===== config.mk =====
export PLATFORM = sky130hd
export DESIGN_NAME = rf_wb_arbiter
export DESIGN_NICKNAME = d
export VERILOG_FILES = /design/src/rtl/rf_pkg.sv /design/src/rtl/wb_fifo.sv /design/src/rtl/rf_wb_arbiter.sv
export SDC_FILE = /design/constraint.sdc
export NUM_CORES = 1
export LEC_CHECK = 0
export ABC_AREA = 1
export ABC_CLOCK_PERIOD_IN_PS = 4970
export CAP_MARGIN = 20
export CORE_UTILIZATION = 40
export CTS_CLUSTER_SIZE = 8
export DETAILED_ROUTE_END_ITERATION = 10
export PLACE_DENSITY = 0.69
export SYNTH_ARGS = -nofsm -noshare
export SYNTH_HDL_FRONTEND = slang
export SYNTH_SLANG_ARGS = --single-unit

===== constraint.sdc =====
create_clock -name clk -period 4.97 [get_ports clk]
set_input_delay 0.497 -clock clk [delete_from_list [all_inputs] [get_ports clk]]
set_output_delay 0.497 -clock clk [all_outputs]
set_load 0.05 [all_outputs]

===== src/rtl/rf_pkg.sv =====
// Shared types and defaults for the register-file writeback arbiter.
//   RF_A_WIDTH / RF_D_WIDTH : default register address / data widths
//   RF_BUF_DEPTH            : default multi-cycle result buffer depth
//   RF_STARVE_MAX           : default blocked-cycle limit before a forced drain
//   wb_req_t                : one writeback request (valid, killed, ad, wd)
//   arb_state_t             : arbiter FSM states
package rf_pkg;

  localparam int RF_A_WIDTH    = 5;
  localparam int RF_D_WIDTH    = 32;
  localparam int RF_BUF_DEPTH  = 2;
  localparam int RF_STARVE_MAX = 4;

  typedef struct packed {
    logic                  valid;
    logic                  killed;
    logic [RF_A_WIDTH-1:0] ad;
    logic [RF_D_WIDTH-1:0] wd;
  } wb_req_t;

  typedef enum logic [1:0] {
    IDLE  = 2'd0,
    PEND  = 2'd1,
    FORCE = 2'd2
  } arb_state_t;

endpackage


===== src/rtl/wb_fifo.sv =====
// Circular buffer for multi-cycle writeback results.
// Entries carry a kill flag: a kill request marks every occupied entry whose
// address matches; killed entries keep their slot until popped.
//   clk, rst          : clock, asynchronous active-high reset
//   push/push_ad/wd   : enqueue at tail (caller guarantees !full)
//   pop               : retire head (caller guarantees !empty)
//   kill_en/kill_ad   : mark occupied entries with address kill_ad as killed
//   full, empty, count: occupancy
//   head_killed/ad/wd : head entry view
//   ent_live, ent_ad  : per-slot live flag (occupied and not killed) and address
module wb_fifo #(
  parameter int A_WIDTH = 5,
  parameter int D_WIDTH = 32,
  parameter int DEPTH   = 2
) (
  input  logic                              clk,
  input  logic                              rst,
  input  logic                              push,
  input  logic [A_WIDTH-1:0]                push_ad,
  input  logic [D_WIDTH-1:0]                push_wd,
  input  logic                              pop,
  input  logic                              kill_en,
  input  logic [A_WIDTH-1:0]                kill_ad,
  output logic                              full,
  output logic                              empty,
  output logic [$clog2(DEPTH+1)-1:0]        count,
  output logic                              head_killed,
  output logic [A_WIDTH-1:0]                head_ad,
  output logic [D_WIDTH-1:0]                head_wd,
  output logic [DEPTH-1:0]                  ent_live,
  output logic [DEPTH-1:0][A_WIDTH-1:0]     ent_ad
);

  localparam int PW = $clog2(DEPTH);
  localparam int CW = $clog2(DEPTH+1);

  logic [PW-1:0]      head, tail;
  logic [DEPTH-1:0]   occ_q, kill_q;
  logic [A_WIDTH-1:0] ad_q [DEPTH];
  logic [D_WIDTH-1:0] wd_q [DEPTH];

  always_ff @(posedge clk or posedge rst) begin
    if (rst) begin
      head   <= '0;
      tail   <= '0;
      count  <= '0;
      occ_q  <= '0;
      kill_q <= '0;
    end else begin
      if (kill_en) begin
        for (int i = 0; i < DEPTH; i++) begin
          if (occ_q[i] && ad_q[i] == kill_ad) kill_q[i] <= 1'b1;
        end
      end
      if (pop) begin
        occ_q[head] <= 1'b0;
        head        <= head + PW'(1);
      end
      // The tail slot is never occupied when pushing, so this cannot race the kill loop.
      if (push) begin
        occ_q[tail]  <= 1'b1;
        kill_q[tail] <= 1'b0;
        tail         <= tail + PW'(1);
      end
      count <= count + CW'(push) - CW'(pop);
    end
  end

  always_ff @(posedge clk) begin
    if (push) begin
      ad_q[tail] <= push_ad;
      wd_q[tail] <= push_wd;
    end
  end

  always_comb begin
    full        = (count == CW'(DEPTH));
    empty       = (count == '0);
    head_killed = kill_q[head];
    head_ad     = ad_q[head];
    head_wd     = wd_q[head];
    for (int i = 0; i < DEPTH; i++) begin
      ent_live[i] = occ_q[i] & ~kill_q[i];
      ent_ad[i]   = ad_q[i];
    end
  end

endmodule


===== src/rtl/rf_wb_arbiter.sv =====
// Register-file write-port arbiter between the pipeline writeback (priority,
// no backpressure) and a multi-cycle unit (valid/ready). Multi-cycle results
// that cannot be written immediately are buffered; a pipeline write kills
// older buffered results to the same register. If the buffer head is blocked
// STARVE_MAX consecutive cycles, stall_req is raised for one cycle to force a drain.
//   clk, rst                : clock, asynchronous active-high reset
//   p_we, p_ad, p_wd        : pipeline writeback
//   m_valid/m_ready/m_ad/wd : multi-cycle result handshake
//   we3, ad3, wd3           : register file write port
//   pend_mask               : registers with a live buffered write outstanding
//   stall_req               : hold the pipeline writeback slot this cycle
module rf_wb_arbiter
  import rf_pkg::*;
#(
  parameter int A_WIDTH    = RF_A_WIDTH,
  parameter int D_WIDTH    = RF_D_WIDTH,
  parameter int BUF_DEPTH  = RF_BUF_DEPTH,
  parameter int STARVE_MAX = RF_STARVE_MAX
) (
  input  logic                  clk,
  input  logic                  rst,
  input  logic                  p_we,
  input  logic [A_WIDTH-1:0]    p_ad,
  input  logic [D_WIDTH-1:0]    p_wd,
  input  logic                  m_valid,
  output logic                  m_ready,
  input  logic [A_WIDTH-1:0]    m_ad,
  input  logic [D_WIDTH-1:0]    m_wd,
  output logic                  we3,
  output logic [A_WIDTH-1:0]    ad3,
  output logic [D_WIDTH-1:0]    wd3,
  output logic [2**A_WIDTH-1:0] pend_mask,
  output logic                  stall_req
);

  localparam int CW = $clog2(BUF_DEPTH+1);
  localparam int SW = $clog2(STARVE_MAX+1);

  arb_state_t state, state_d;
  logic [SW-1:0] cnt, cnt_d;

  logic full, empty, head_killed;
  logic [CW-1:0] count;
  logic [A_WIDTH-1:0] head_ad;
  logic [D_WIDTH-1:0] head_wd;
  logic [BUF_DEPTH-1:0] ent_live;
  logic [BUF_DEPTH-1:0][A_WIDTH-1:0] ent_ad;

  logic p_hit, m_live, drain, direct, enq;

  assign stall_req = (state == FORCE);
  assign m_ready   = !rst && !full;
  assign m_live    = m_valid && m_ready && (m_ad != '0);
  // A pipeline write seen during a forced drain is dropped.
  assign p_hit     = !rst && p_we && (p_ad != '0) && !stall_req;

  always_comb begin
    we3    = 1'b0;
    ad3    = '0;
    wd3    = '0;
    drain  = 1'b0;
    direct = 1'b0;
    if (!rst) begin
      if (!empty && (stall_req || !p_hit)) begin
        drain = 1'b1;
        if (!head_killed) begin
          we3 = 1'b1;
          ad3 = head_ad;
          wd3 = head_wd;
        end
      end else if (p_hit) begin
        we3 = 1'b1;
        ad3 = p_ad;
        wd3 = p_wd;
      end else if (m_live && empty) begin
        direct = 1'b1;
        we3    = 1'b1;
        ad3    = m_ad;
        wd3    = m_wd;
      end
    end
  end

  // A concurrent accept to the register the pipeline is writing is already stale.
  assign enq = m_live && !direct && !(p_hit && m_ad == p_ad);

  wb_fifo #(
    .A_WIDTH (A_WIDTH),
    .D_WIDTH (D_WIDTH),
    .DEPTH   (BUF_DEPTH)
  ) u_fifo (
    .clk         (clk),
    .rst         (rst),
    .push        (enq),
    .push_ad     (m_ad),
    .push_wd     (m_wd),
    .pop         (drain),
    .kill_en     (p_hit),
    .kill_ad     (p_ad),
    .full        (full),
    .empty       (empty),
    .count       (count),
    .head_killed (head_killed),
    .head_ad     (head_ad),
    .head_wd     (head_wd),
    .ent_live    (ent_live),
    .ent_ad      (ent_ad)
  );

  always_comb begin
    pend_mask = '0;
    for (int i = 0; i < BUF_DEPTH; i++) begin
      if (ent_live[i]) pend_mask[ent_ad[i]] = 1'b1;
    end
  end

  always_comb begin
    state_d = state;
    cnt_d   = cnt;
    case (state)
      IDLE: begin
        if (enq) state_d = PEND;
      end
      PEND: begin
        if (drain) begin
          cnt_d = '0;
          if (count == CW'(1) && !enq) state_d = IDLE;
        end else if (p_hit) begin
          if (cnt == SW'(STARVE_MAX-1)) begin
            state_d = FORCE;
            cnt_d   = '0;
          end else begin
            cnt_d = cnt + SW'(1);
          end
        end
      end
      FORCE: begin
        cnt_d   = '0;
        state_d = (count == CW'(1) && !enq) ? IDLE : PEND;
      end
      default: begin
        state_d = IDLE;
        cnt_d   = '0;
      end
    endcase
  end

  always_ff @(posedge clk or posedge rst) begin
    if (rst) begin
      state <= IDLE;
      cnt   <= '0;
    end else begin
      state <= state_d;
      cnt   <= cnt_d;
    end
  end

  // Upstream must hold p_we low while stall_req is high.
  a_no_pwe_in_force: assert property (@(posedge clk) disable iff (rst) !(stall_req && p_we))
    else $error("p_we asserted while stall_req is high");

endmodule

==> reports/qor.txt <==
outcome: finished, final reports clean
number of vias per cell: 5.56
Sink Count: 87
max cap viols: 0
hold slack: 0.460 ns
Mean Syn Cell Area: 8.58 um2
first-pass GRT wire length: 25.1 mm
Die ar.: 0.0136 mm2
Hold-fix buffers, CTS: 0
routed length per instance: 17.2 um
Critical Path RT: 4.47 ns
FMAX: 0.235 GHz
layout cell share with drive strength beyond 1: 14.5%
cts bufs inserted: 9
Synth cell types: 37
Pwr Total: 4.15 mW
Final setup viols: 0
clock root buffer: clkbuf_16
Slew Limit Fails: 0
reg2reg path depth: 8
Worst Setup Start Kind: primary input
post-DP HPWL: 10.8 mm
die width: 117 um
H-Tree Depth: 3
Core Footprint: 0.0127 mm2
Reg clk slew, reported paths: 0.06 ns
antenna violations before repair: 0
slew at the pin with the worst max-slew slack: 1.04 ns
Max VDD drop: 0.310 mV
Synth Flop Type: edfxtp_1
Core Rows: 41
Final Util: 59.2%
critical path class: in -> out
# Post-CTS Setup Buffers: 0
Vert. Die Dim: 117 um
number of synthesized register bits: 87
cell taking the most area after synthesis: edfxtp_1
DRC: 0
Total Routing Usage GR: 24.0%
Routed WL: 15.8 mm
Mapped Cells: 615
largest net degree at the start of global routing: 47
# IOs: 150
sequential share of the synthesized area: 48.3%
worst reg2reg path endpoint: u_fifo.wd_q[0][15]$_DFFE_PP_
vias in the first global route: 5,101
crit path time final: 4.26 ns
most common cell in the netlist: nand2_1
critical path capture point: wd3[5]
Hold Fails Final Rpt: 0
post-synth top area share: 42.1%
Pre-antenna DRT Iters: 5
type of destination of the critical path: output pin
Reg2Reg Setup Slack: 1.88 ns
RSZ-0062 raised after global routing: no
LEAKAGE: 2.76 nW
post-synthesis net count: 696
Area contributors post-synth: edfxtp_1 42%, nand2_1 12%, dfrtp_1 6.2%
Max Root-Sink Buffers: 2
worst setup path startpoint: rst
# nets final: 820
YS warnings: 0
setup TNS: 0 ns
Worst Path Max Fanout: 46
final critical-path share of the clock period: 85.8%
global placement routability congestion: 0.873
Initial Utilization: 41.5%
GRT overflow: 0
Slew Limit Headroom: 30.8%
via count: 5,091
filler instances: 1,124
worst min-delay path class: in -> async
ys async rst share: 14.9%
Arr. time, crit path: 3.77 ns
PostCTS Resize Cnt: 0
TritonCTS clock tree: built
synthesized area: 0.00527 mm2
r2r startpoint: state[0]$_DFFE_PP0P_
port bufs: 149
DRT antenna net count: 0
clk_lat worst skew: 0.34 ns
Initial DRC Count: 378
top post-synthesis cells by count: 171 x nand2_1, 74 x edfxtp_1, 40 x inv_1
# diodes: 0
number of flops mapped to enable cells by yosys: 74
Final Skew: 0.00926 ns
Power Dens Cells: 551 mW/mm2
area delta synth->final: 42.8%
## worst min-delay path by stage
stage / to / slack, ns / depth (start not counted)
global placement: cnt[2]$_DFFE_PP0P_ / 0.47 / 1
finish: cnt[0]$_DFFE_PP0P_ / 0.46 / 2
detailed placement: cnt[2]$_DFFE_PP0P_ / 0.48 / 1
CTS: cnt[0]$_DFFE_PP0P_ / 0.46 / 2
floorplan: cnt[1]$_DFFE_PP0P_ / 0.46 / 2
global route: cnt[2]$_DFFE_PP0P_ / 0.48 / 2
## stage by stage
stage	area, um2	setup slack [ns]	instances
after floorplan	5270	2.04	615
after global routing	7530	0.485	916
final	7530	0.707	916
after global placement	7190	0.883	899
after detailed placement	7220	0.729	900
after CTS	7530	0.720	916
## worst max-delay path, stage by stage
cell and delay [ns]:
clkdlybuf4s50_1 0.54, clkinv_2 0.19, nand2_2 0.12, nor2_4 0.05
nand2_4 0.43, inv_6 0.25, nor2_8 0.53, inv_2 0.47
a31oi_1 0.45, buf_12 0.19
## metal layers
layer  up-vias  routed length, um  share of wire [%]  GRT usage, %
met1      2444               6230                 39          29.5
met5         -                  0                  0             0
li1       2424                  -                  -             -
met3        17               1060                6.7          3.35
met4         0                232                1.5          8.61
met2       206               8250                 52          42.9
## state kept, by name, summed over array words and instances (netlist names)
| register | flops |
|---|---|
| cnt | 3 |
| state | 2 |
| u_fifo.ad_q | 10 |
| u_fifo.count | 2 |
| u_fifo.head | 1 |
| u_fifo.kill_q | 2 |
| u_fifo.occ_q | 2 |
| u_fifo.tail | 1 |
| u_fifo.wd_q | 64 |
## power by group
| group | total (mW) | internal (mW) | switching, mW | leakage (nW) |
|---|---|---|---|---|
| Clock | 0.711 | 0.439 | 0.272 | 0.150 |
| Sequential | 0.987 | 0.922 | 0.0651 | 0.840 |
| Combinational | 2.45 | 0.930 | 1.52 | 1.77 |
| Total | 4.15 | 2.29 | 1.86 | 2.76 |
## cells by family (layout without fill, tap and decap cells)
family                     count (synthesis)  in the layout  synth area share (%)
AOI/OAI and AO/OA                        132            132                  15.5
buffers and inverters                     88            217                  7.35
DFF                                       87             87                  48.3
and+or+nand+nor                          294            294                  26.3
adders and majority gates                  3              3                 0.712
xor gates and xnor gates                  11             11                  1.83
## area by class of cell
type | instances | area, um2 | share of cell area (%)
inverters | 46 | 179 | 2.38
clock buffers | 10 | 229 | 3.04
clock inverters | 6 | 85.1 | 1.13
well taps | 172 | 215 | 2.86
flip-flops and latches | 87 | 2550 | 33.8
repair buffers | 155 | 1910 | 25.4
multi-input cells | 440 | 2360 | 31.3
## cells in the final DEF, fill, tap and decap left out, drive strengths merged, types with 3 or more instances in the layout
master,netlist,final
or2,33,33
a31oi,33,33
inv,45,45
clkdlybuf4s50,0,112
a21oi,11,11
xnor2,3,3
nor3,11,11
nor2,20,20
nand3,18,18
xor2,8,8
clkinv,1,4
o211ai,38,38
clkbuf,18,10
buf,24,43
o22ai,10,10
nand2,174,174
dfrtp,13,13
ha,3,3
nand4,36,36
o21ai,38,38
edfxtp,74,74
(Power assumes the default switching activity.)
